===== config.mk =====
export PLATFORM = sky130hd
export DESIGN_NAME = bus_timer_flat
export DESIGN_NICKNAME = d
export VERILOG_FILES = /design/src/rtl/bus_timer_if.sv /design/src/rtl/bus_timer.sv /design/src/flat_wrapper.sv
export SDC_FILE = /design/constraint.sdc
export NUM_CORES = 1
export LEC_CHECK = 0
export CORE_ASPECT_RATIO = 0.5
export CORE_UTILIZATION = 59
export CTS_BUF_LIST = sky130_fd_sc_hd__clkbuf_16
export DETAILED_ROUTE_END_ITERATION = 7
export PLACE_DENSITY = 0.84
export SLEW_MARGIN = 20
export SYNTH_ARGS = -nofsm -noshare
export SYNTH_HDL_FRONTEND = slang
export SYNTH_SLANG_ARGS = --single-unit

===== constraint.sdc =====
create_clock -name clock -period 6 [get_ports clock]
set_input_delay 1.2 -clock clock [delete_from_list [all_inputs] [get_ports clock]]
set_output_delay 1.2 -clock clock [all_outputs]
set_load 0.02 [all_outputs]

===== src/rtl/bus_timer_if.sv =====
// Single-cycle external-bus port of the timer: decoder select, word address, byte-strobed write data, combinational read data.
interface bus_timer_if;
    logic        select;
    logic [1:0]  address;
    logic [31:0] data_in;
    logic [31:0] data_out;
    logic [3:0]  data_strobes;
    logic        read;
    logic        write;

    modport master (
        output select, address, data_in, data_strobes, read, write,
        input  data_out
    );

    modport slave (
        input  select, address, data_in, data_strobes, read, write,
        output data_out
    );
endinterface


===== src/rtl/bus_timer.sv =====
// Prescaled down-counting timer with one-shot/auto-reload modes and a registered irq.
// Reads are zero-latency, writes land at the sampling edge; the bus is never stalled.
module bus_timer #(
    parameter int PRESCALE_WIDTH = 16
) (
    input  logic       clock,
    input  logic       reset,
    bus_timer_if.slave bus,
    output logic       irq
);
    localparam logic [1:0] ADDR_CONTROL  = 2'd0;
    localparam logic [1:0] ADDR_PRESCALE = 2'd1;
    localparam logic [1:0] ADDR_RELOAD   = 2'd2;
    localparam logic [1:0] ADDR_COUNT    = 2'd3;

    logic                      enable, auto_reload, irq_en, expired;
    logic                      enable_n, auto_reload_n, irq_en_n, expired_n, irq_n;
    logic [PRESCALE_WIDTH-1:0] prescale, pc, prescale_n, pc_n;
    logic [31:0]               reload, count, reload_n, count_n;
    logic                      wr_sel, tick, expire;

    function automatic logic [31:0] lane_merge(input logic [31:0] old_v,
                                               input logic [31:0] new_v,
                                               input logic [3:0]  strb);
        logic [31:0] r;
        r = old_v;
        for (int i = 0; i < 4; i++) begin
            if (strb[i]) r[8*i +: 8] = new_v[8*i +: 8];
        end
        return r;
    endfunction

    always_comb begin
        enable_n      = enable;
        auto_reload_n = auto_reload;
        irq_en_n      = irq_en;
        expired_n     = expired;
        prescale_n    = prescale;
        reload_n      = reload;
        count_n       = count;

        wr_sel = bus.select & bus.write;
        tick   = enable && (pc == prescale);
        expire = tick && (count == 32'd0);

        if (tick) begin
            if (count != 32'd0)  count_n  = count - 32'd1;
            else if (auto_reload) count_n = reload;
            else                  enable_n = 1'b0;
        end

        // Set wins over a same-cycle write-1-to-clear.
        if (expire)
            expired_n = 1'b1;
        else if (wr_sel && bus.address == ADDR_CONTROL && bus.data_strobes[1] && bus.data_in[8])
            expired_n = 1'b0;

        // Bus writes are applied last so they override the counting engine.
        if (wr_sel) begin
            case (bus.address)
                ADDR_CONTROL: begin
                    if (bus.data_strobes[0]) begin
                        enable_n      = bus.data_in[0];
                        auto_reload_n = bus.data_in[1];
                        irq_en_n      = bus.data_in[2];
                    end
                end
                ADDR_PRESCALE: begin
                    for (int i = 0; i < PRESCALE_WIDTH; i++) begin
                        if (bus.data_strobes[i/8]) prescale_n[i] = bus.data_in[i];
                    end
                end
                ADDR_RELOAD: reload_n = lane_merge(reload, bus.data_in, bus.data_strobes);
                default: begin
                    if (|bus.data_strobes) count_n = lane_merge(count, bus.data_in, bus.data_strobes);
                end
            endcase
        end

        // pc restarts whenever the timer is (or becomes) stopped, including a 0->1 enable.
        if (!enable || !enable_n || tick) pc_n = '0;
        else                              pc_n = pc + 1'b1;

        irq_n = expired_n & irq_en_n;
    end

    always_ff @(posedge clock or posedge reset) begin
        if (reset) begin
            enable      <= 1'b0;
            auto_reload <= 1'b0;
            irq_en      <= 1'b0;
            expired     <= 1'b0;
            prescale    <= '0;
            pc          <= '0;
            reload      <= 32'd0;
            count       <= 32'd0;
            irq         <= 1'b0;
        end else begin
            enable      <= enable_n;
            auto_reload <= auto_reload_n;
            irq_en      <= irq_en_n;
            expired     <= expired_n;
            prescale    <= prescale_n;
            pc          <= pc_n;
            reload      <= reload_n;
            count       <= count_n;
            irq         <= irq_n;
        end
    end

    always_comb begin
        bus.data_out = 32'd0;
        if (bus.select && bus.read) begin
            case (bus.address)
                ADDR_CONTROL:  bus.data_out = {23'd0, expired, 5'd0, irq_en, auto_reload, enable};
                ADDR_PRESCALE: bus.data_out = 32'(prescale);
                ADDR_RELOAD:   bus.data_out = reload;
                default:       bus.data_out = count;
            endcase
        end
    end
endmodule


===== src/flat_wrapper.sv =====
// flat-port wrapper written by rule: the top's interface ports become plain ports
module bus_timer_flat 
#(
    parameter int PRESCALE_WIDTH = 16
)
  (clock, reset, irq, bus_select, bus_address, bus_data_in, bus_data_strobes, bus_read, bus_write, bus_data_out);
  bus_timer_if bus_i ();
  input  logic clock;
  input  logic reset;
  output logic irq;
  input wire logic [$bits(bus_i.select)-1:0] bus_select;
  input wire logic [$bits(bus_i.address)-1:0] bus_address;
  input wire logic [$bits(bus_i.data_in)-1:0] bus_data_in;
  input wire logic [$bits(bus_i.data_strobes)-1:0] bus_data_strobes;
  input wire logic [$bits(bus_i.read)-1:0] bus_read;
  input wire logic [$bits(bus_i.write)-1:0] bus_write;
  output wire logic [$bits(bus_i.data_out)-1:0] bus_data_out;
  assign bus_i.select = bus_select;
  assign bus_i.address = bus_address;
  assign bus_i.data_in = bus_data_in;
  assign bus_i.data_strobes = bus_data_strobes;
  assign bus_i.read = bus_read;
  assign bus_i.write = bus_write;
  assign bus_data_out = bus_i.data_out;
  bus_timer #(.PRESCALE_WIDTH(PRESCALE_WIDTH)) u_core (.clock(clock), .reset(reset), .bus(bus_i), .irq(irq));
endmodule

Word level (Yosys, flattened, before mapping)
Index checks and enable logic that the tools add are counted.
- $add $sub $neg: 2
- equal/unequal tests: 7
- multiplexer cells: 24
- bitwise operators: 2
- reduce and logical (&&, ||, !) cells: 22
- operators with widths (operator ; number):
    $mux W32 ; 7
    $pmux W32 S3 ; 1
    $logic_not A32 Y1 ; 1
    $mux W8 ; 4
    $reduce_bool A32 Y1 ; 1
    $sub A32 B1 Y32 const B ; 1
    $reduce_and A3 Y1 ; 7
    $add A16 B1 Y16 const B ; 1
    $eq A16 B16 Y1 ; 1
    $mux W16 ; 1
    $ne A4 B4 Y1 const B ; 4
    $mux W1 ; 11
    $logic_and A1 B1 Y1 ; 6
    $reduce_or A4 Y1 ; 1
    $reduce_or A3 Y1 ; 1
    $and A1 B1 Y1 ; 2
    $eq A2 B1 Y1 const B ; 1
    $eq A2 B2 Y1 const B ; 1
    $logic_not A1 Y1 ; 2
    $logic_not A2 Y1 ; 1
    $logic_or A1 B1 Y1 ; 2
- flip-flop bits (word level): 101
- input bits: 43
- output and inout port bits: 33
- word-level logic and storage cells: 73

Longest topological paths before layout
Gate-level depths: netlist of run 1.
- depth in word-level cells: 10
- mapped depth: 11
- gate-level depth less buffers: 8

Worst setup path after synthesis of run 1
No wires, ideal clock.
- kind: input port to output port
- start point: in bus_address[0]
- end point: out bus_data_out[16]
- arrival: 2699 ps
- setup slack: 2101 ps
- stages: 5
- path buffers: 3
- cells stage by stage: buf_2 -> buf_1 -> clkbuf_1 -> mux2i_1 -> nor2_1
- longest elaborated chain between the ends: 3
- elaborated cells on any way between the ends: 5
- classes of those cells: 2 x eq/ne; 2 x mux; 1 x reduce/logical
- RTL lines (what ; RTL line ; source):
    from (decl) ; flat_wrapper.sv:12 ; input wire logic [$bits(bus_i.address)-1:0] bus_address;
    $eq A2 B2 Y1, or another cell as far along ; bus_timer.sv:114 ; case (bus.address)
    $pmux W32 S3 * ; bus_timer.sv:114 ;
    $mux W32 * ; bus_timer.sv:113 ; if (bus.select && bus.read) begin
    to (decl) ; flat_wrapper.sv:17 ; output wire logic [$bits(bus_i.data_out)-1:0] bus_data_out;
Every way passes the cells marked *; elsewhere a longest branch is shown, timed or not.

Worst setup path in the final report of run 1
- start point: in bus_address[1]
- end point: out bus_data_out[25]
Same word-level chain as after synthesis.

==> results of run 1 <==
synth_stat cells, types with 4 or more instances:
| master | count |
|---|---|
| a211o_1 | 4 |
| inv_1 | 12 |
| nand2b_1 | 6 |
| a31oi_1 | 7 |
| nand3_1 | 25 |
| o221a_2 | 4 |
| o211ai_1 | 11 |
| xnor2_1 | 5 |
| nand4_1 | 14 |
| clkbuf_1 | 28 |
| a211oi_1 | 6 |
| o311ai_1 | 6 |
| mux4_2 | 4 |
| or3_1 | 5 |
| o21ai_1 | 10 |
| o21ai_0 | 7 |
| nor2b_1 | 10 |
| and3_1 | 8 |
| dfrtp_1 | 101 |
| nor4_2 | 4 |
| mux2i_1 | 32 |
| xor2_1 | 26 |
| nor4_1 | 12 |
| and2_1 | 6 |
| o22ai_1 | 5 |
| buf_2 | 8 |
| a21oi_1 | 21 |
| buf_1 | 5 |
| nor2_1 | 86 |
| a22oi_1 | 14 |
| mux2_2 | 64 |
| o31ai_1 | 5 |
| nand2_1 | 42 |
| nor3_1 | 16 |
per-stage QoR:
step	worst slack, ns	utilization	total power, µW	instance area (µm²)	hold WS [ns]
finish	1.088	0.7232	2122	7505	0.5272
global route	0.9651	0.7232	2221	7505	0.5527
CTS	1.104	0.7232	2107	7505	0.5258
detailed placement	1.106	0.6951	1530	7213	0.5109
global placement	1.179	0.6944	1503	7206	0.4975
floorplan	2.101	-	1340	6406	0.4855
layer usage:
layer | up-vias | wire length, µm | part of all wire
met5 | - | 0 | 0
met4 | 0 | 317 | 0.017
met3 | 34 | 2004 | 0.11
met2 | 355 | 8279 | 0.46
li1 | 2604 | - | -
met1 | 2809 | 7585 | 0.42
final cells by class:
cell class	instances	area (µm²)
clock buffer	9	225.2
clock inverter	7	66.31
fill	786	2873
inverter	12	47.55
multi-input combinational	515	3650
sequential	101	2527
tap	140	175.2
timing repair buffer	84	813.3
how the worst min path moves through the flow:
stage / from / endpoint / slack [ns] / cells past startpoint
after global placement: u_core.irq_en / u_core.irq_en / 0.50 / 1
after global routing: u_core.reload[19] / u_core.reload[19] / 0.55 / 1
after detailed placement: u_core.irq_en / u_core.irq_en / 0.51 / 1
final: u_core.irq_en / u_core.irq_en / 0.53 / 1
after floorplan: u_core.irq_en / u_core.irq_en / 0.49 / 1
after CTS: u_core.irq_en / u_core.irq_en / 0.53 / 1
state kept, by name (all words and copies together) (netlist names):
name / count
u_core.auto_reload: 1
u_core.prescale: 16
u_core.enable: 1
u_core.count: 32
u_core.pc: 16
u_core.irq: 1
u_core.reload: 32
u_core.irq_en: 1
u_core.expired: 1
power breakdown:
group | total, µW | internal (µW) | switching [µW]
logic | 541 | 283 | 259
registers | 997 | 816 | 182
clock network | 583 | 321 | 263
logic make-up after synthesis:
logic type / after synthesis / share of synthesized area
DFF: 101 / 0.3945
and+or+nand+nor: 253 / 0.2004
buffers and inverters: 56 / 0.03691
xor gates and xnor gates: 31 / 0.04238
adders and majority gates: 2 / 0.003906
AOI/OAI and AO/OA: 129 / 0.1453
muxes: 100 / 0.1766
critical path, stage by stage:
cell	delay, ns
clkdlybuf4s50_1	0.84
nand3_1	0.74
nor2_1	0.29
clkdlybuf4s50_1	0.64
==> reports/results.tsv, run 1 <==
metric	value	unit
vias in the first global route	5545	
drt wl/cell	20.95	µm
crit path time final	4.912	ns
Crit path arrival time	3.71	ns
max_cap viols	0	
Worst R2R Setup Slack	2.60	ns
most frequent cells in the layout	dfrtp_1 (101), nor2_1 (86), clkdlybuf4s50_1 (74), mux2_2 (64), nand2_1 (42)	
end point of the critical path	bus_data_out[25]	
initial antenna violation count	0	
Mapped Cells	672	
die area	11300	µm²
Post-CTS Setup Inserts	0	
kind of critical path	in -> out	
global-route wire length before repair	29130	µm
Synth cell types	65	
YS warnings	0	
overall routing resource usage	0.3390	
Synth area leader	dfrtp_1	
ranking of synthesized cells by area	dfrtp_1 (39%), mux2_2 (11%), nor2_1 (5.0%)	
CP Max Fanout	16	
final clock skew	0.007822	ns
RR Endpoint	u_core.count[1]	
Synth top area share	0.3945	
slew margin rel.	0.3042	
reg2reg start	u_core.count[0]	
final cell count without fillers	868	
Synth Area per Inst	9.533	µm²
PortBufs	75	
M1 GR Usage	0.4705	
ANT cells	0	
commonest non-fill, non-tap cell in the layout	dfrtp_1	
Clock Sinks	101	
Async SR Flop Fraction	1.000	
Die Height	75.68	µm
layout cells sized above 1	0.1484	
leakage	0.002922	µW
Layout area overhead	17.15	%
Worst EP required	4.80	ns
initial DRC count	664	
Peak supply drop	0.1434	mV
Mapped Area	6406	µm²
met3 Usage GRT	0.07186	
Initial Utilization	0.6173	
vias post-DR	5802	
Root Driver	clkbuf_16	
GRT overflow	0	
Max Clk Rate	203.6	MHz
Total Wirelength	18190	µm
status	finished, final reports clean	
unrepaired setup endpoints after global routing	false	
Post-synth EDFFs	0	
Setup crit end kind	output pin	
clock latency on the worst-skew pair	0.35	ns
final setup vio count	0	
fin crit share	0.8186	
Pins Over Slew Limit	0	
I/O Pins	76	
CTS buffer count	9	
Rows	26	
pin count of the biggest net entering global routing	64	
M2 GR Usage	0.5298	
#FFs+latches synth	101	
core area	10380	µm²
RePlAce Congestion	0.9077	
Post-CTS Resized	0	
HP Class	reg -> reg	
Critical Path Start	bus_address[1]	
antenna-violating nets left	0	
Pre-antenna DRT Iters	6	
Final HPWL DP	12630	µm
GRT busiest layer	met2	
post-synthesis sequential area ratio	0.3945	
number of vias per cell	6.684	
Worst-path clk slew	0.07	ns
TritonCTS clock tree	yes	
synthesized net count	717	
pwr dens	282.8	nW/µm²
Die Wd	149.4	µm
Final Hold Vio Count	0	
placed cells	852	
clock tree buffer depth	2	
Worst-Margin Slew	1.044	ns
startpoint types	primary input	
# DRC	0	
Worst R2R Path Depth	9	
Hold Buf Count CTS	0	
setup TNS	0	ns
Clock H-tree levels	3	
Post-synth top flop	dfrtp_1	
Final nets	768	
Power figures use the tool's default switching activity.
==> run 2, diff against run 1 <==
--- a/config.mk
+++ b/config.mk
@@ -6,10 +6,10 @@
 export NUM_CORES = 1
 export LEC_CHECK = 0
 export CORE_ASPECT_RATIO = 0.5
-export CORE_UTILIZATION = 59
+export CORE_UTILIZATION = 57
 export CTS_BUF_LIST = sky130_fd_sc_hd__clkbuf_16
 export DETAILED_ROUTE_END_ITERATION = 7
-export PLACE_DENSITY = 0.84
+export PLACE_DENSITY = 0.81
 export SLEW_MARGIN = 20
 export SYNTH_ARGS = -nofsm -noshare
 export SYNTH_HDL_FRONTEND = slang
==> constraint.sdc (replaced) <==
create_clock -name clock -period 5.1 [get_ports clock]
set_input_delay 1.02 -clock clock [delete_from_list [all_inputs] [get_ports clock]]
set_output_delay 1.02 -clock clock [all_outputs]
set_load 0.02 [all_outputs]
==> reports/results.tsv, run 2 (synthesized netlist as in run 1, its figures left out) <==
metric	value	unit	change
Pins Over Slew Limit	0		unchanged
slew margin rel.	0.3237		+0.01952
Worst EP required	4.08	ns	-0.72 ns
sequential cell fraction of total power	0.472		+0.002
failing checks	design-rule violations		
clock tree buffer depth	2		unchanged
# DRC	10		+10
Sw Ratio	0.3371		+0.005669
pin count of the biggest net entering global routing	69		+7.8%
initial antenna violation count	0		unchanged
kind of critical path	in -> out		
PortBufs	75		unchanged
Post-CTS Setup Inserts	0		unchanged
Crit path arrival time	3.15	ns	-0.56 ns
commonest non-fill, non-tap cell in the layout	dfrtp_1		
I/O Pins	76		unchanged
Root Driver	clkbuf_16		
unrepaired setup endpoints after global routing	false		
Total Wirelength	18340	µm	+0.86%
CP Max Fanout	12		-4
crit path time final	4.175	ns	
core area	10570	µm²	+1.9%
startpoint types	primary input		
Post-CTS Resized	0		unchanged
Final HPWL DP	13030	µm	+3.2%
HP Class	reg -> reg		
layout cells sized above 1	0.1521		+0.003703
final cell count without fillers	870		+0.23%
CTS buffer count	9		unchanged
leakage	0.002930	µW	+0.28%
Die Wd	151.9	µm	+1.7%
Clock Sinks	101		unchanged
final setup vio count	0		unchanged
Hold Buf Count CTS	0		unchanged
global-route wire length before repair	29610	µm	+1.6%
Final Hold Vio Count	0		unchanged
Setup crit end kind	output pin		
Worst-Margin Slew	1.014	ns	-0.02928 ns
RePlAce Congestion	0.9087		+0.11%
Combinational Power Share	0.249		-0.006
Clock H-tree levels	3		unchanged
vias post-DR	5775		-0.47%
Worst-path clk slew	0.07	ns	about the same
pwr dens	335.5	nW/µm²	+19%
Largest regs	u_core.count x32, u_core.reload x32		
ANT cells	0		unchanged
initial DRC count	584		-12%
antenna-violating nets left	0		unchanged
placed cells	854		+0.23%
TritonCTS clock tree	yes		
Die Height	76.97	µm	+1.7%
Peak supply drop	0.1740	mV	+21%
Final nets	770		+0.26%
vias in the first global route	5537		-0.14%
status	complete, but fails checks		
Rows	26		unchanged
Internal	1674	µW	+18%
Initial Utilization	0.6059		-0.01140
number of vias per cell	6.638		-0.69%
die area	11690	µm²	+3.4%
Pre-antenna DRT Iters	8		+2
final clock skew	0.005455	ns	-0.002367 ns
setup TNS	0	ns	unchanged
P_sw	851.3	µW	+21%
max_cap viols	0		unchanged
drt wl/cell	21.08	µm	+0.63%
Clk pwr share	0.279		+0.004
Layout area overhead	17.50	%	
overall routing resource usage	0.3257		-0.01336
Max Clk Rate	239.5	MHz	
clock latency on the worst-skew pair	0.35	ns	about the same
fin crit share	0.8186		
GRT overflow	0		unchanged
most frequent cells in the layout	dfrtp_1 (101), nor2_1 (86), clkdlybuf4s50_1 (74), mux2_2 (64), nand2_1 (42)		
==> run 2: changes by cell type in the layout (fill, tap and decap cells not counted), sizes merged <==
cell and delta:
clkinv -3, clkinvlp +1, buf +2, inv +2
==> run 2: critical path: stages <==
cell and delay (ns):
clkdlybuf4s50_1 0.80, mux4_2 0.61, nor2b_1 0.16, clkdlybuf4s50_1 0.56
==> run 2: layer usage <==
layer,GRT usage,vias up,routed length [µm]
met5,0,-,0
met4,0.08673,0,242
met3,0.07292,25,1874
met2,0.4991,342,8202
met1,0.4657,2797,8023
li1,-,2611,-
==> run 2: power by group through the flow <==
stage	combinational [µW]	sequential [µW]	clock, µW
after floorplan	480	1100	0
after global placement	597	1180	0
final	629	1190	705
after detailed placement	623	1190	0
after global routing	685	1210	740
after CTS	628	1180	708
==> run 2: area by class of cell <==
type	instances	area, µm²
multi-input cells	515	3650
fillers	784	3045
flip-flops and latches	101	2527
repair buffers	86	828.3
clock buffers	9	225.2
well taps	140	175.2
clock inverters	7	73.82
inverters	12	47.55
==> run 2: worst paths after layout <==
kind,start,end,slack [ns],cells after the start
setup / recovery,bus_address[1],bus_data_out[8],0.93,4
hold / removal,u_core.reload[24],u_core.reload[24],0.53,1
setup reg to reg,u_core.count[0],u_core.count[7],1.80,8
hold reg to reg,u_core.reload[24],u_core.reload[24],0.53,1
max in group asynchronous,reset,u_core.enable,2.93,3
min in group asynchronous,reset,u_core.pc[4],1.20,2
==> run 2: stage by stage <==
step           area [µm²]    util  hold slack, ns  worst slack (ns)  total power (µW)
6_report             7527  0.7120          0.5339            0.9253              2525
4_1_cts              7527  0.7120          0.5347            0.9264              2515
2_1_floorplan        6406       -          0.4855             1.433              1577
5_1_grt              7527  0.7120          0.5568            0.8330              2635
3_3_place_gp         7228  0.6837          0.5057            0.9781              1781
3_5_place_dp         7228  0.6837          0.5192            0.9440              1815
==> run 3, diff against run 2 <==
--- a/config.mk
+++ b/config.mk
@@ -6,10 +6,10 @@
 export NUM_CORES = 1
 export LEC_CHECK = 0
 export CORE_ASPECT_RATIO = 0.5
-export CORE_UTILIZATION = 57
+export CORE_UTILIZATION = 51
 export CTS_BUF_LIST = sky130_fd_sc_hd__clkbuf_16
 export DETAILED_ROUTE_END_ITERATION = 7
-export PLACE_DENSITY = 0.81
+export PLACE_DENSITY = 0.77
 export SLEW_MARGIN = 20
 export SYNTH_ARGS = -nofsm -noshare
 export SYNTH_HDL_FRONTEND = slang
==> constraint.sdc (replaced) <==
create_clock -name clock -period 3.7 [get_ports clock]
set_input_delay 0.74 -clock clock [delete_from_list [all_inputs] [get_ports clock]]
set_output_delay 0.74 -clock clock [all_outputs]
set_load 0.02 [all_outputs]
==> reports/results.tsv, run 3 (synthesized netlist as in run 1, its figures left out) <==
metric	value	unit	change
status	finished, final reports clean		
drt wl/cell	20.52	µm	-2.7%
Peak supply drop	0.2629	mV	+51%
slew margin rel.	0.4247		+0.1010
Total Wirelength	18630	µm	+1.6%
leakage	0.003036	µW	+3.6%
Die Wd	160.5	µm	+5.6%
P_sw	1143	µW	+34%
Crit path arrival time	2.64	ns	-0.51 ns
Reg area	2527	µm²	unchanged
Worst-Margin Slew	0.8598	ns	-0.1547 ns
Initial Utilization	0.5331		-0.07281
Multi-input gate area	3650	µm²	unchanged
setup TNS	0	ns	unchanged
unrepaired setup endpoints after global routing	false		
initial antenna violation count	0		unchanged
final cell count without fillers	908		+4.4%
# DRC	0		-10
GRT overflow	0		unchanged
final setup vio count	0		unchanged
Final HPWL DP	12980	µm	-0.37%
area of placed instances	7382	µm²	+2.1%
overall routing resource usage	0.2943		-0.03135
pwr dens	465.1	nW/µm²	+39%
pin count of the biggest net entering global routing	60		-13%
Pre-antenna DRT Iters	5		-3
Worst EP required	2.96	ns	-1.12 ns
initial DRC count	467		-20%
Final Hold Vio Count	0		unchanged
Final nets	783		+1.7%
die area	13040	µm²	+12%
Layout area overhead	20.53	%	
commonest non-fill, non-tap cell in the layout	dfrtp_1		
layout cells sized above 1	0.1655		+0.01349
ANT cells	0		unchanged
Max Clk Rate	296.3	MHz	
Post-CTS Setup Inserts	0		unchanged
Combinational Power Share	0.246		-0.003
I/O Pins	76		unchanged
HP Class	reg -> reg		
Die Height	81.25	µm	+5.6%
Clock Sinks	101		unchanged
global-route wire length before repair	29530	µm	-0.28%
final clock skew	0.006383	ns	+0.0009278 ns
core area	12020	µm²	+14%
PortBufs	75		unchanged
Power Total	3591	µW	+42%
crit path time final	3.375	ns	
Post-CTS Resized	0		unchanged
sequential cell fraction of total power	0.450		-0.022
worst hold margin	0.5294	ns	-0.004526 ns
most frequent cells in the layout	dfrtp_1 (101), nor2_1 (86), clkdlybuf4s50_1 (74), mux2_2 (64), nand2_1 (42)		
RePlAce Congestion	0.8901		-2.0%
vias post-DR	5779		+0.069%
Final Cell Area	7721	µm²	+2.6%
Worst-path clk slew	0.07	ns	about the same
clock latency on the worst-skew pair	0.35	ns	about the same
Clk pwr share	0.303		+0.024
CTS buffer count	9		unchanged
Hold Buf Count CTS	0		unchanged
placed cells	892		+4.4%
startpoint types	primary input		
Internal	2448	µW	+46%
Sw Ratio	0.3182		-0.01891
kind of critical path	in -> out		
Fillers	1008		+29%
TritonCTS clock tree	yes		
antenna-violating nets left	0		unchanged
max_cap viols	0		unchanged
Root Driver	clkbuf_16		
clock tree buffer depth	2		unchanged
fin crit share	0.9122		
number of vias per cell	6.365		-4.1%
Rows	28		+7.7%
Largest regs	u_core.count x32, u_core.reload x32		
Clock H-tree levels	3		unchanged
CP Max Fanout	23		+11
vias in the first global route	5403		-2.4%
Pins Over Slew Limit	0		unchanged
Setup crit end kind	output pin		
## run 3: cell count changes in the layout (fill, tap and decap cells not counted)
cell and delta:
buf_4 +11, clkinv_1 -1, clkinvlp_4 -2, buf_12 +2, inv_1 +2, bufinv_16 +2, inv_6 -1
## run 3: power by group through the flow
stage          Sequential (µW)  Clock (µW)  Combinational, µW
6_report                  1620        1090                884
2_1_floorplan             1510           0                662
3_3_place_gp              1610           0                851
3_5_place_dp              1620           0                871
4_1_cts                   1600        1100                880
5_1_grt                   1650        1130                957
## run 3: final timing paths
path,startpoint,to,slack (ns),depth (start not counted)
max,bus_address[1],bus_data_out[8],0.32,5
min in group asynchronous,reset,u_core.pc[3],0.89,2
max reg2reg,u_core.count[0],u_core.count[18],0.88,9
min,u_core.reload[10],u_core.reload[10],0.53,1
max in group asynchronous,reset,u_core.count[30],2.09,3
min reg2reg,u_core.reload[10],u_core.reload[10],0.53,1
## run 3: layout make-up
class                   instances  share of cell area
well taps                     165             0.02674
multi-input cells             515              0.4727
inverters                      12            0.006158
clock buffers                   9             0.02917
flip-flops and latches        101              0.3273
clock inverters                 7             0.01475
repair buffers                 99              0.1232
## run 3: metrics by stage
stage,setup slack [ns],utilization
finish,0.3248,0.6425
global route,0.2672,0.6425
CTS,0.3215,0.6425
detailed placement,0.3300,0.6143
global placement,0.3484,0.6143
floorplan,0.3129,-
## run 3: worst max-delay path: stages
cell,delay [ns]
clkdlybuf4s50_1,0.51
buf_12,0.18
mux4_2,0.52
nor2b_1,0.15
clkdlybuf4s50_1,0.54
## run 3: routing by layer
metal	share of wire	vias to the layer above	global-route usage
li1	-	2631	-
met1	0.46	2841	0.4186
met2	0.45	284	0.4602
met3	0.084	23	0.06231
met4	0.011	0	0.07048
met5	0	-	0
